### src/rtl/alu_op_sequencer_if.sv
// alu_op_sequencer_if: request/response and ALU-drive bundle for alu_op_sequencer.
//
// Request side: start/ready handshake, funct, src_a, src_b and shamt.
// Response side: done pulse, result_lo/result_hi, err and ovf.
// ALU side: alu_a, alu_b, alu_binvert, alu_cin and alu_signal go out to the
// ripple ALU. alu_result and alu_cout come back combinationally.
//
// The slave modport is the sequencer's view. The master modport is the
// environment's view, which covers both the requester and the ALU.
interface alu_op_sequencer_if #(
    parameter int unsigned WIDTH = 32
);
    logic             start;
    logic             ready;
    logic [5:0]       funct;
    logic [WIDTH-1:0] src_a;
    logic [WIDTH-1:0] src_b;
    logic [4:0]       shamt;

    logic [WIDTH-1:0] alu_a;
    logic [WIDTH-1:0] alu_b;
    logic             alu_binvert;
    logic             alu_cin;
    logic [5:0]       alu_signal;
    logic [WIDTH-1:0] alu_result;
    logic             alu_cout;

    logic             done;
    logic [WIDTH-1:0] result_lo;
    logic [WIDTH-1:0] result_hi;
    logic             err;
    logic             ovf;

    modport master (
        output start, funct, src_a, src_b, shamt, alu_result, alu_cout,
        input  ready, alu_a, alu_b, alu_binvert, alu_cin, alu_signal,
        input  done, result_lo, result_hi, err, ovf
    );

    modport slave (
        input  start, funct, src_a, src_b, shamt, alu_result, alu_cout,
        output ready, alu_a, alu_b, alu_binvert, alu_cin, alu_signal,
        output done, result_lo, result_hi, err, ovf
    );
endinterface

### src/rtl/alu_op_sequencer.sv
// alu_op_sequencer: controller in front of a ripple ALU built from 1-bit slices.
//
// The controller accepts one operation on start & ready and decodes funct into
// alu_signal, alu_binvert and alu_cin.
// - ADD, SUB, AND, OR and SLT take one ALU pass (state EXEC).
// - SLL and SRL shift one bit per cycle (state SHIFT).
// - MULTU runs WIDTH shift-add passes through the ALU adder (state MUL) and
//   leaves a 64-bit HI/LO result.
// - An unknown funct takes one EXEC cycle with no ALU drive. It then reports
//   err together with done.
//
// Ports:
//   clk    system clock, rising edge
//   reset  asynchronous, active-high
//   bus    alu_op_sequencer_if.slave, which carries the handshake, operands,
//          ALU drive and results
//
// Optional feature: define ALU_OP_SEQ_OVF_EN to latch signed overflow for
// ADD/SUB into ovf. When it is undefined, ovf is tied 0.
//
// All outputs are registered. The ALU drive is set on the edge that enters
// EXEC/MUL, so alu_result is valid during that state.
module alu_op_sequencer #(
    parameter int unsigned WIDTH = 32
) (
    input logic            clk,
    input logic            reset,
    alu_op_sequencer_if.slave bus
);
    localparam logic [5:0] F_ADD   = 6'b100000;
    localparam logic [5:0] F_SUB   = 6'b100010;
    localparam logic [5:0] F_AND   = 6'b100100;
    localparam logic [5:0] F_OR    = 6'b100101;
    localparam logic [5:0] F_SLT   = 6'b101010;
    localparam logic [5:0] F_SLL   = 6'b000000;
    localparam logic [5:0] F_SRL   = 6'b000010;
    localparam logic [5:0] F_MULTU = 6'b011001;

    localparam int unsigned MSB  = WIDTH - 1;
    // The counter must hold both shamt (5 bits) and WIDTH.
    localparam int unsigned CLOG = $clog2(WIDTH + 1);
    localparam int unsigned CW   = (CLOG > 5) ? CLOG : 5;

    typedef enum logic [2:0] {
        st_idle,
        st_exec,
        st_shift,
        st_mul,
        st_done
    } state_t;

    state_t           state;
    logic [WIDTH-1:0] op_a;
    logic [5:0]       op_funct;
    logic [CW-1:0]    cnt;

    logic             op_known;
    logic [WIDTH-1:0] mul_hi_nxt;
    logic [WIDTH-1:0] mul_lo_nxt;

    // A latched funct that is one of the single-pass ALU ops.
    always_comb begin
        op_known = 1'b0;
        unique case (op_funct)
            F_ADD, F_SUB, F_AND, F_OR, F_SLT: op_known = 1'b1;
            default:                          op_known = 1'b0;
        endcase
    end

    // One shift-add step: {HI,LO} <= {cout, sum, LO} >> 1.
    always_comb begin
        mul_hi_nxt = {bus.alu_cout, bus.alu_result[MSB:1]};
        mul_lo_nxt = {bus.alu_result[0], bus.result_lo[MSB:1]};
    end

    always_ff @(posedge clk or posedge reset) begin
        if (reset) begin
            state           <= st_idle;
            op_a            <= '0;
            op_funct        <= '0;
            cnt             <= '0;
            bus.ready       <= 1'b1;
            bus.done        <= 1'b0;
            bus.err         <= 1'b0;
            bus.result_lo   <= '0;
            bus.result_hi   <= '0;
            bus.alu_a       <= '0;
            bus.alu_b       <= '0;
            bus.alu_binvert <= 1'b0;
            bus.alu_cin     <= 1'b0;
            bus.alu_signal  <= '0;
`ifdef ALU_OP_SEQ_OVF_EN
            bus.ovf         <= 1'b0;
`endif
        end else begin
            unique case (state)
                st_idle: begin
                    if (bus.start) begin
                        bus.ready     <= 1'b0;
                        bus.err       <= 1'b0;
`ifdef ALU_OP_SEQ_OVF_EN
                        bus.ovf       <= 1'b0;
`endif
                        bus.result_hi <= '0;
                        op_a          <= bus.src_a;
                        op_funct      <= bus.funct;
                        unique case (bus.funct)
                            F_ADD, F_SUB, F_AND, F_OR, F_SLT: begin
                                state           <= st_exec;
                                bus.alu_a       <= bus.src_a;
                                bus.alu_b       <= bus.src_b;
                                bus.alu_signal  <= bus.funct;
                                // Subtract-class ops add ~B + 1.
                                bus.alu_binvert <= (bus.funct == F_SUB) ||
                                                   (bus.funct == F_SLT);
                                bus.alu_cin     <= (bus.funct == F_SUB) ||
                                                   (bus.funct == F_SLT);
                            end
                            F_SLL, F_SRL: begin
                                state         <= st_shift;
                                bus.result_lo <= bus.src_b;
                                cnt           <= CW'(bus.shamt);
                            end
                            F_MULTU: begin
                                state           <= st_mul;
                                bus.result_lo   <= bus.src_b;
                                cnt             <= CW'(WIDTH);
                                bus.alu_a       <= '0;
                                bus.alu_b       <= bus.src_b[0] ? bus.src_a : '0;
                                bus.alu_signal  <= F_ADD;
                                bus.alu_binvert <= 1'b0;
                                bus.alu_cin     <= 1'b0;
                            end
                            default: begin
                                // Unknown funct: no ALU drive, report err in DONE.
                                state <= st_exec;
                            end
                        endcase
                    end
                end

                st_exec: begin
                    if (op_known) begin
                        bus.result_lo <= bus.alu_result;
                    end else begin
                        bus.result_lo <= '0;
                        bus.err       <= 1'b1;
                    end
`ifdef ALU_OP_SEQ_OVF_EN
                    if ((op_funct == F_ADD) || (op_funct == F_SUB)) begin
                        bus.ovf <= (op_a[MSB] == (bus.alu_b[MSB] ^ bus.alu_binvert)) &&
                                   (bus.alu_result[MSB] != op_a[MSB]);
                    end
`endif
                    bus.alu_a       <= '0;
                    bus.alu_b       <= '0;
                    bus.alu_signal  <= '0;
                    bus.alu_binvert <= 1'b0;
                    bus.alu_cin     <= 1'b0;
                    bus.done        <= 1'b1;
                    state           <= st_done;
                end

                st_shift: begin
                    if (cnt != '0) begin
                        if (op_funct == F_SLL) begin
                            bus.result_lo <= {bus.result_lo[MSB-1:0], 1'b0};
                        end else begin
                            bus.result_lo <= {1'b0, bus.result_lo[MSB:1]};
                        end
                        cnt <= cnt - CW'(1);
                    end else begin
                        bus.done <= 1'b1;
                        state    <= st_done;
                    end
                end

                st_mul: begin
                    if (cnt != '0) begin
                        bus.result_hi <= mul_hi_nxt;
                        bus.result_lo <= mul_lo_nxt;
                        cnt           <= cnt - CW'(1);
                        if (cnt == CW'(1)) begin
                            // Last pass: release the ALU for the closing cycle.
                            bus.alu_a      <= '0;
                            bus.alu_b      <= '0;
                            bus.alu_signal <= '0;
                        end else begin
                            // The next LO[0] is the current LO[1].
                            bus.alu_a <= mul_hi_nxt;
                            bus.alu_b <= bus.result_lo[1] ? op_a : '0;
                        end
                    end else begin
                        bus.done <= 1'b1;
                        state    <= st_done;
                    end
                end

                st_done: begin
                    bus.done  <= 1'b0;
                    bus.err   <= 1'b0;
                    bus.ready <= 1'b1;
                    state     <= st_idle;
                end

                default: begin
                    state     <= st_idle;
                    bus.ready <= 1'b1;
                    bus.done  <= 1'b0;
                end
            endcase
        end
    end

`ifndef ALU_OP_SEQ_OVF_EN
    assign bus.ovf = 1'b0;
`endif

endmodule
### src/flat_wrapper.sv
// flat-port wrapper written by rule: the top's interface ports become plain ports
module alu_op_sequencer_flat 
#(
    parameter int unsigned WIDTH = 32
)
  (clk, reset, bus_start, bus_funct, bus_src_a, bus_src_b, bus_shamt, bus_alu_result, bus_alu_cout, bus_ready, bus_alu_a, bus_alu_b, bus_alu_binvert, bus_alu_cin, bus_alu_signal, bus_done, bus_result_lo, bus_result_hi, bus_err, bus_ovf);
  alu_op_sequencer_if #(.WIDTH(WIDTH)) bus_i ();
  input logic clk;
  input logic reset;
  input wire logic [$bits(bus_i.start)-1:0] bus_start;
  input wire logic [$bits(bus_i.funct)-1:0] bus_funct;
  input wire logic [$bits(bus_i.src_a)-1:0] bus_src_a;
  input wire logic [$bits(bus_i.src_b)-1:0] bus_src_b;
  input wire logic [$bits(bus_i.shamt)-1:0] bus_shamt;
  input wire logic [$bits(bus_i.alu_result)-1:0] bus_alu_result;
  input wire logic [$bits(bus_i.alu_cout)-1:0] bus_alu_cout;
  output wire logic [$bits(bus_i.ready)-1:0] bus_ready;
  output wire logic [$bits(bus_i.alu_a)-1:0] bus_alu_a;
  output wire logic [$bits(bus_i.alu_b)-1:0] bus_alu_b;
  output wire logic [$bits(bus_i.alu_binvert)-1:0] bus_alu_binvert;
  output wire logic [$bits(bus_i.alu_cin)-1:0] bus_alu_cin;
  output wire logic [$bits(bus_i.alu_signal)-1:0] bus_alu_signal;
  output wire logic [$bits(bus_i.done)-1:0] bus_done;
  output wire logic [$bits(bus_i.result_lo)-1:0] bus_result_lo;
  output wire logic [$bits(bus_i.result_hi)-1:0] bus_result_hi;
  output wire logic [$bits(bus_i.err)-1:0] bus_err;
  output wire logic [$bits(bus_i.ovf)-1:0] bus_ovf;
  assign bus_i.start = bus_start;
  assign bus_i.funct = bus_funct;
  assign bus_i.src_a = bus_src_a;
  assign bus_i.src_b = bus_src_b;
  assign bus_i.shamt = bus_shamt;
  assign bus_i.alu_result = bus_alu_result;
  assign bus_i.alu_cout = bus_alu_cout;
  assign bus_ready = bus_i.ready;
  assign bus_alu_a = bus_i.alu_a;
  assign bus_alu_b = bus_i.alu_b;
  assign bus_alu_binvert = bus_i.alu_binvert;
  assign bus_alu_cin = bus_i.alu_cin;
  assign bus_alu_signal = bus_i.alu_signal;
  assign bus_done = bus_i.done;
  assign bus_result_lo = bus_i.result_lo;
  assign bus_result_hi = bus_i.result_hi;
  assign bus_err = bus_i.err;
  assign bus_ovf = bus_i.ovf;
  alu_op_sequencer #(.WIDTH(WIDTH)) u_core (.clk(clk), .reset(reset), .bus(bus_i));
endmodule
### config.mk
export PLATFORM = sky130hd
export DESIGN_NAME = alu_op_sequencer_flat
export DESIGN_NICKNAME = d
export VERILOG_FILES = /design/src/rtl/alu_op_sequencer_if.sv /design/src/rtl/alu_op_sequencer.sv /design/src/flat_wrapper.sv
export SDC_FILE = /design/constraint.sdc
export NUM_CORES = 1
export LEC_CHECK = 0
export BUFFER_PORTS_ARGS = -buffer_cell sky130_fd_sc_hd__buf_2
export CORE_UTILIZATION = 57
export CTS_BUF_LIST = sky130_fd_sc_hd__clkbuf_4 sky130_fd_sc_hd__clkbuf_8 sky130_fd_sc_hd__clkbuf_16
export DETAILED_ROUTE_END_ITERATION = 10
export HOLD_SLACK_MARGIN = 0.02
export PLACE_DENSITY = 0.86
export SKIP_LAST_GASP = 1
export SYNTH_ARGS = -nofsm -noshare
export SYNTH_HDL_FRONTEND = slang
export SYNTH_SLANG_ARGS = --single-unit
### constraint.sdc
create_clock -name clk -period 17.2 [get_ports clk]
set_clock_uncertainty 0.1 [all_clocks]
set_input_delay 0.86 -clock clk [delete_from_list [all_inputs] [get_ports clk]]
set_output_delay 0.86 -clock clk [all_outputs]
set_load 0.02 [all_outputs]
After elaboration in Yosys (flattened, before gate mapping)
Index checks and enable logic that the tools add are counted.
{"block": "word_totals", "ff_bits": 185, "inputBits": 111, "out_inout_bits": 140, "wordCells": 116}
{"block": "op_classes", "add_sub_neg": 1, "eq_ne": 27, "muxes": 45, "bitwise_logic": 2, "reduce_logical": 28}
{"cell": "$mux 32", "n": 16}
{"cell": "$pmux 32 s2", "n": 3}
{"cell": "$pmux 32 s3", "n": 2}
{"cell": "$pmux 32 s4", "n": 1}
{"cell": "$eq 6x6->1 const B", "n": 10}
{"cell": "$pmux 6 s2", "n": 3}
{"cell": "$mux 6", "n": 5}
{"cell": "$pmux 6 s3", "n": 1}
{"cell": "$logic_not 6->1", "n": 2}
{"cell": "$reduce_and 5->1", "n": 2}
{"cell": "$reduce_or 5->1", "n": 2}
{"cell": "$pmux 3 s3", "n": 1}
{"cell": "$reduce_and 3->1", "n": 3}
{"cell": "$ne 2x1->1 const B", "n": 4}
{"cell": "$ne 2x2->1 const B", "n": 4}
{"cell": "$reduce_and 2->1", "n": 4}
{"cell": "$reduce_and 4->1", "n": 2}
{"cell": "$eq 3x2->1 const B", "n": 2}
{"cell": "$eq 6x1->1 const B", "n": 1}
{"cell": "$eq 6x2->1 const B", "n": 1}
{"cell": "$eq 6x5->1 const B", "n": 1}
{"cell": "$mux 3", "n": 2}
{"cell": "$ne 3x3->1 const B", "n": 2}
{"cell": "$pmux 1 s2", "n": 3}
{"cell": "other kinds (15)", "n": 26}

Depth between registers and ports, before layout
Gate-level depths: netlist of run 1.
{"block": "depth", "ltp_word": 5, "ltp_mapped": 8, "ltp_nobuf": 7}

Worst setup path after synthesis of run 1
OpenSTA, ideal clock, no wires.
{"block": "synth_path", "kind": "input to register", "start": "in bus_funct[2]", "end": "reg u_core.bus.alu_a[10]", "setup_time_ns": 0.125, "t_arrival_ns": 2.517, "required_time_ns": 16.975, "slack_ns": 14.459, "cell_stages": 7, "path_buffers": 2, "cell_sequence": "or2_2 > clkbuf_1 > or2_2 > a41o_1 > nand2_1 > buf_2 > mux2_2"}
{"block": "synth_via", "elab_chain_len": 5, "elab_cells_between_ends": 12, "classes_between": "eq/ne: 7; mux: 3; reduce/logical: 2"}
{"item": "from (decl)", "line": "flat_wrapper.sv:11", "text": "input wire logic [$bits(bus_i.funct)-1:0] bus_funct;"}
{"item": "$eq 6x6->1", "line": "alu_op_sequencer.sv:107", "text": "unique case (bus.funct)"}
{"item": "$reduce_or 5->1", "line": "alu_op_sequencer.sv:107"}
{"item": "$pmux 32 s2", "line": "alu_op_sequencer.sv:107"}
{"item": "$mux 32", "line": "alu_op_sequencer.sv:98", "text": "if (bus.start) begin"}
{"item": "$pmux 32 s3", "line": "alu_op_sequencer.sv:96", "text": "unique case (state)"}
{"item": "to (signal assigned)", "line": "alu_op_sequencer.sv:110", "text": "bus.alu_a <= bus.src_a;"}
{"item": "to (signal assigned)", "line": "alu_op_sequencer.sv:190", "text": "bus.alu_a <= mul_hi_nxt;"}
{"item": "to (decl)", "line": "alu_op_sequencer_if.sv:42", "text": "output ready, alu_a, alu_b, alu_binvert, alu_cin, alu_signal,"}
Parallel ways exist; a longest one is shown, timed or not. The select of a mux whose other input is x is not followed.
A chain may end at the register's enable or synchronous reset.

Worst setup path after layout of run 1
{"block": "layout_path", "start": "reg u_core.state[1]", "end": "reg u_core.bus.result_hi[16]"}
{"block": "layout_via", "elab_chain_len": 3, "elab_cells_between_ends": 7, "classes_between": "eq/ne: 3; mux: 1; reduce/logical: 3"}
{"item": "from (decl)", "line": "alu_op_sequencer.sv:52", "text": "state_t state;"}
{"item": "from (signal assigned)", "line": "alu_op_sequencer.sv:78", "text": "state <= st_idle;"}
{"item": "from (signal assigned)", "line": "alu_op_sequencer.sv:109", "text": "state <= st_exec;"}
{"item": "from (signal assigned)", "line": "alu_op_sequencer.sv:120", "text": "state <= st_shift;"}
{"item": "$eq 3x2->1 / $logic_not 3->1 (equally long branches)", "line": "alu_op_sequencer.sv:96"}
{"item": "$ne 2x1->1 (no line) (tied with other cells)"}
{"item": "$reduce_and 3->1 (no line)"}
{"item": "to (signal assigned)", "line": "alu_op_sequencer.sv:180", "text": "bus.result_hi <= mul_hi_nxt;"}
{"item": "to (decl)", "line": "alu_op_sequencer_if.sv:43", "text": "output done, result_lo, result_hi, err, ovf"}
Parallel ways exist; a longest one is shown, timed or not.

==> metrics, run 1 <==
setup TNS 0 ns; TritonCTS clock tree done; Worst Path Max Fanout 40; vias in the first global route 8878; total grt overflow 0; Psw 0.000938 W; Synthesis Warnings 0; Final Wtd Congestion 0.885; placed instance count 1417; logic gate share of total power 46.0%; Syn Std Cell Area 9350 µm²; Crit path largest cell delay 1.15 ns; pre-CTS WS 13.00 ns; Lkg Pwr 5.37 nW; switching share of total power 43.0%; Routed WL 30300 µm; die area 16900 µm²; Avg Cell Area, Syn 9.08 µm²; Worst Hold Class reg -> reg; crit path time final 4.31 ns; post-synthesis cell count 1030; DRT iter0 DRCs 1096; number of setup violations in the final report 0; Final WS setup 12.89 ns; drt drc 0; Port Buffer Count 249; via count 9228; Seq pwr share 35.5%; GRT Util Overall 36.5%; period utilization 25.0%; Clock Sinks 185; pins over their slew limit 0; clock buffer depth 2; Clock H-tree levels 4; Critical Path, Cell by Cell and3b_2, a21boi_4, nor2_4, buf_4, nand2_1, o21ai_0; Primary FF master, synth dfrtp_1; row cnt 46; # Max-Cap Violations 0; P&R area growth vs syn 20.8%; Setup crit end kind flip-flop; total CTS buffers 17; drt first pass iters 5; largest net degree at the start of global routing 112; initial antenna violation count 0; Crit path buffers/inverters 1; most frequent cells in the layout 264 x nand2_1, 249 x buf_2, 184 x dfrtp_1; hpwl dp 19800 µm; Least-Margin Pin Slew 1.25 ns; die width 130 µm; reg-to-reg startpoint u_core.state[1]; grt peak-use layer met2; layout cells sized above 1 31.1%; critical path's top delay family simple AND/OR/NAND/NOR gates; Req. time, crit path 17.38 ns; IO Count 251; min-delay src u_core.bus.result_hi[8]; met1 Resource Use GR 46.0%; post-cts sizing count 0; FF+latch count, synth 185; Critical Path AT 4.49 ns; Final Hold Viols 0; GR Util met3 8.00%; DR vias/cell 6.37; Tot Pwr 0.00218 W; RSZ-0062 raised after global routing no; # hold bufs at CTS 0; slowest CP cell dfrtp_1; Max Clock Freq 232 MHz; Final ANT Viol Nets 0; clock-pin slew on the worst setup and hold paths 0.07 ns; Core ar. 15900 µm²; flip-flop and latch area 4630 µm²; fin cells 1449; Clock power frac 18.6%; Setup Buffers After CTS 0; chip height 130 µm; slew margin rel. 16.5%; fillers 1269; Seq/Total Area, Yosys 49.5%; Critical Path Start Type flip-flop; outcome completed; Setup crit start u_core.state[1]; final net count 1334; Crit Path Category reg -> reg; antenna fix cells 0; WL per Instance 20.9 µm; EDFF count, synth 0; commonest non-fill, non-tap cell in the layout nand2_1; area of the multi-input gates 4380 µm²; fraction of registers with async set/reset 100%; Root Driver clkbuf_16; internal power 0.00124 W; Cell variety after synth 51; clk_lat worst skew 0.43 ns; Initial Utilization 58.6%; GRT met2 Usage 58.7%; pwr dens 193 nW/µm²; Synthesized Nets 1144; VDD IR max 0.000121 V; first-pass GRT wire length 46900 µm
[power by group through the flow]
| stage | Combinational [W] | Sequential [W] | Clock (W) |
|---|---|---|---|
| after global routing | 0.00108 | 0.000795 | 0.000424 |
| final | 0.00100 | 0.000774 | 0.000406 |
| after global placement | 0.000958 | 0.000766 | 0 |
| after floorplan | 0.000539 | 0.000889 | 0 |
| after CTS | 0.000997 | 0.000767 | 0.000408 |
| after detailed placement | 0.000990 | 0.000773 | 0 |
[flip-flops by register name, summed over array words and instances (netlist names)]
signal and count:
u_core.bus.alu_a 32, u_core.bus.alu_b 32, u_core.bus.alu_binvert 1, u_core.bus.alu_signal 6
u_core.bus.done 1, u_core.bus.err 1, u_core.bus.ready 1, u_core.bus.result_hi 32
u_core.bus.result_lo 32, u_core.cnt 6, u_core.op_a 32, u_core.op_funct 6
u_core.state 3
[cell families (layout without fill, tap and decap cells)]
| group | count (synthesis) | after routing | share of synthesized area [%] |
|---|---|---|---|
| adder cells (fa/ha/maj) | 3 | 3 | 0.401 |
| other | 1 | 1 | 0.0401 |
| buffers and inverters | 103 | 306 | 4.54 |
| flip-flops | 185 | 185 | 49.5 |
| AND/OR/NAND/NOR | 365 | 365 | 16.8 |
| AO/OA/AOI/OAI | 300 | 300 | 19.9 |
| multiplexers | 73 | 73 | 8.78 |
[metal layers]
layer  wire (µm)  share of wire (%)
met1       11300                 37
met5           0                  0
met2       14500                 48
met4        1330                4.4
met3        3180                 10
[cell usage after synthesis (all sizes together) (4+ instances only)]
cell type	instances	area, µm²
a311o	4	40.0
a22o	32	280
mux2	72	811
buf	22	120
dfrtp	184	4600
a31oi	37	231
inv	11	41.3
and3	28	175
nor3	38	190
o21ai	114	571
nand2	265	995
nor2	14	52.6
o41ai	26	228
a21oi	65	325
clkbuf	70	263
[final cells by class]
| cell class | instances | area share [%] |
|---|---|---|
| sequential | 185 | 41.0 |
| multi-input combinational | 742 | 38.8 |
| timing repair buffer | 263 | 12.0 |
| clock buffer | 26 | 4.64 |
| tap | 216 | 2.39 |
| clock inverter | 6 | 0.765 |
| inverter | 11 | 0.432 |
[stage by stage]
stage / utilization (%) / cell area (µm²) / hold slack [ns]
floorplan: - / 9350 / 0.381
CTS: 70.8 / 11300 / 0.381
global route: 70.8 / 11300 / 0.401
global placement: 67.0 / 10700 / 0.358
detailed placement: 67.0 / 10700 / 0.365
finish: 70.8 / 11300 / 0.374
[worst register-to-register path: stages (launching register included)]
cell,delay (ns)
dfrtp_1,1.15
and3b_2,0.94
a21boi_4,1.06
nor2_4,0.29
buf_4,0.36
nand2_1,0.14
o21ai_0,0.12
[worst paths after layout]
kind | end | slack (ns) | depth (start not counted)
worst max-delay path | u_core.bus.result_hi[16] | 12.89 | 6
worst min-delay path | u_core.bus.result_hi[8] | 0.37 | 2
worst max register to register | u_core.bus.result_hi[16] | 12.89 | 6
worst min register to register | u_core.bus.result_hi[8] | 0.37 | 2
max in group asynchronous | u_core.bus.result_lo[12] | 15.06 | 3
min in group asynchronous | u_core.bus.alu_a[22] | 0.43 | 2
No activity file was read; power rests on OpenSTA's default activity.
==> run 2, diff against run 1 <==
--- a/config.mk
+++ b/config.mk
@@ -6,11 +6,11 @@
 export NUM_CORES = 1
 export LEC_CHECK = 0
 export BUFFER_PORTS_ARGS = -buffer_cell sky130_fd_sc_hd__buf_2
-export CORE_UTILIZATION = 57
+export CORE_UTILIZATION = 48
 export CTS_BUF_LIST = sky130_fd_sc_hd__clkbuf_4 sky130_fd_sc_hd__clkbuf_8 sky130_fd_sc_hd__clkbuf_16
 export DETAILED_ROUTE_END_ITERATION = 10
 export HOLD_SLACK_MARGIN = 0.02
-export PLACE_DENSITY = 0.86
+export PLACE_DENSITY = 0.77
 export SKIP_LAST_GASP = 1
 export SYNTH_ARGS = -nofsm -noshare
 export SYNTH_HDL_FRONTEND = slang
==> constraint.sdc (replaced) <==
create_clock -name clk -period 3.85 [get_ports clk]
set_clock_uncertainty 0.1 [all_clocks]
set_input_delay 0.1925 -clock clk [delete_from_list [all_inputs] [get_ports clk]]
set_output_delay 0.1925 -clock clk [all_outputs]
set_load 0.02 [all_outputs]
==> metrics, run 2 (synthesized netlist as in run 1, its figures left out) <==
Critical Path Start Type input pin; pins over their slew limit 0; Routed WL 32800 µm; fillers 1515; drt drc 0; Max Clock Freq 322 MHz; row cnt 50; first-pass GRT wire length 50300 µm; # hold bufs at CTS 101; period utilization 80.7%; P&R area growth vs syn 33.4%; slew margin rel. 28.2%; post-cts sizing count 0; Final Hold Viols 0; total grt overflow 0; Critical Path AT 3.36 ns; die width 142 µm; initial antenna violation count 1; drt first pass iters 6; Clock H-tree levels 4; Core ar. 18900 µm²; Least-Margin Pin Slew 1.08 ns; outcome completed; # Max-Cap Violations 0; layout cells sized above 1 29.5%; area of the multi-input gates 4380 µm²; Final Wtd Congestion 0.869; GRT Util Overall 32.8%; Psw 0.00437 W; vias in the first global route 9333; total CTS buffers 17; die area 20000 µm²; Setup crit end kind flip-flop; Setup Buffers After CTS 0; commonest non-fill, non-tap cell in the layout nand2_1; DRT iter0 DRCs 987; most frequent cells in the layout 264 x nand2_1, 249 x buf_2, 184 x dfrtp_1; Seq pwr share 35.0%; Clock power frac 17.3%; pwr dens 792 nW/µm²; largest net degree at the start of global routing 186; Lkg Pwr 5.84 nW; chip height 142 µm; clock-pin slew on the worst setup and hold paths 0.07 ns; clk_lat worst skew 0.45 ns; Root Driver clkbuf_16; Final ANT Viol Nets 0; Final Util 66.0%; flip-flop and latch area 4630 µm²; Worst Path Max Fanout 39; logic gate share of total power 47.7%; switching share of total power 44.3%; clock buffer depth 2; Port Buffer Count 249; Worst Hold Class in -> reg; TritonCTS clock tree done; Crit Path Category in -> reg; IO Count 251; DR vias/cell 5.94; final net count 1451; internal power 0.00550 W; VDD IR max 0.000391 V; via count 9563; Clock Sinks 185; setup TNS 0 ns; RSZ-0062 raised after global routing no; crit path time final 3.11 ns; hpwl dp 21100 µm; Initial Utilization 49.5%; WL per Instance 20.4 µm; number of setup violations in the final report 0; Req. time, crit path 4.10 ns
-- run 2: cell count changes in the layout (fill, tap and decap cells not counted), moves of 3 or more --
| cell | change |
|---|---|
| clkbuf_8 | -5 |
| clkinvlp_4 | +5 |
| dlygate4sd3_1 | +101 |
| clkbuf_4 | -4 |
| buf_12 | +3 |
| inv_8 | +4 |
| buf_4 | +13 |
-- run 2: metal layers --
metal	wire (µm)	vias up	global-route usage (%)	part of all wire (%)
li1	-	4274	-	-
met1	12900	4585	41.8	39
met2	15400	620	52.7	47
met3	3590	84	8.57	11
met4	964	0	14.2	2.9
met5	0	-	0	0
-- run 2: worst paths after layout --
kind / startpoint / endpoint / slack [ns] / cells past startpoint
max: bus_funct[1] / u_core.bus.alu_b[16] / 0.74 / 9
min: bus_src_b[10] / u_core.bus.result_lo[10] / 0.03 / 3
max reg2reg: u_core.state[1] / u_core.bus.result_hi[10] / 0.82 / 7
min reg2reg: u_core.bus.result_hi[8] / u_core.bus.result_hi[8] / 0.38 / 2
max in group asynchronous: reset / u_core.op_funct[2] / 2.37 / 4
min in group asynchronous: reset / u_core.bus.alu_a[22] / 0.42 / 4
-- run 2: area by class of cell --
type                       instances  share of cell area, %
clock buffer                      17                   3.41
timing repair buffer             380                   20.2
tap                              260                   2.61
clock inverter                    15                   1.13
multi-input combinational        742                   35.1
antenna                            1                 0.0201
inverter                          11                  0.361
sequential                       185                   37.1
-- run 2: critical path: stages --
cell and delay (ns):
dlygate4sd3_1 0.53, buf_2 0.15, nand4b_1 0.60, or2_2 0.53, buf_4 0.28, a41oi_4 0.57, buf_12 0.24, nor3_1 0.07
a31oi_1 0.19
-- run 2: power by group through the flow --
stage / combinational, W / clock [W] / sequential [W]
after detailed placement: 0.00458 / 0 / 0.00344
after floorplan: 0.00241 / 0 / 0.00397
final: 0.00471 / 0.00171 / 0.00345
after CTS: 0.00467 / 0.00173 / 0.00342
after global placement: 0.00445 / 0 / 0.00343
after global routing: 0.00506 / 0.00180 / 0.00354
-- run 2: metrics by stage --
step	hold slack, ns	cell area (µm²)	total power [W]	setup slack (ns)	cells
floorplan	0.226	9350	0.00638	1.18	1030
global placement	0.357	10900	0.00788	0.964	1477
detailed placement	0.365	10900	0.00802	0.897	1477
finish	0.0319	12500	0.00988	0.742	1611
CTS	0.0216	12500	0.00981	0.814	1610
global route	0.0340	12500	0.0104	0.664	1611
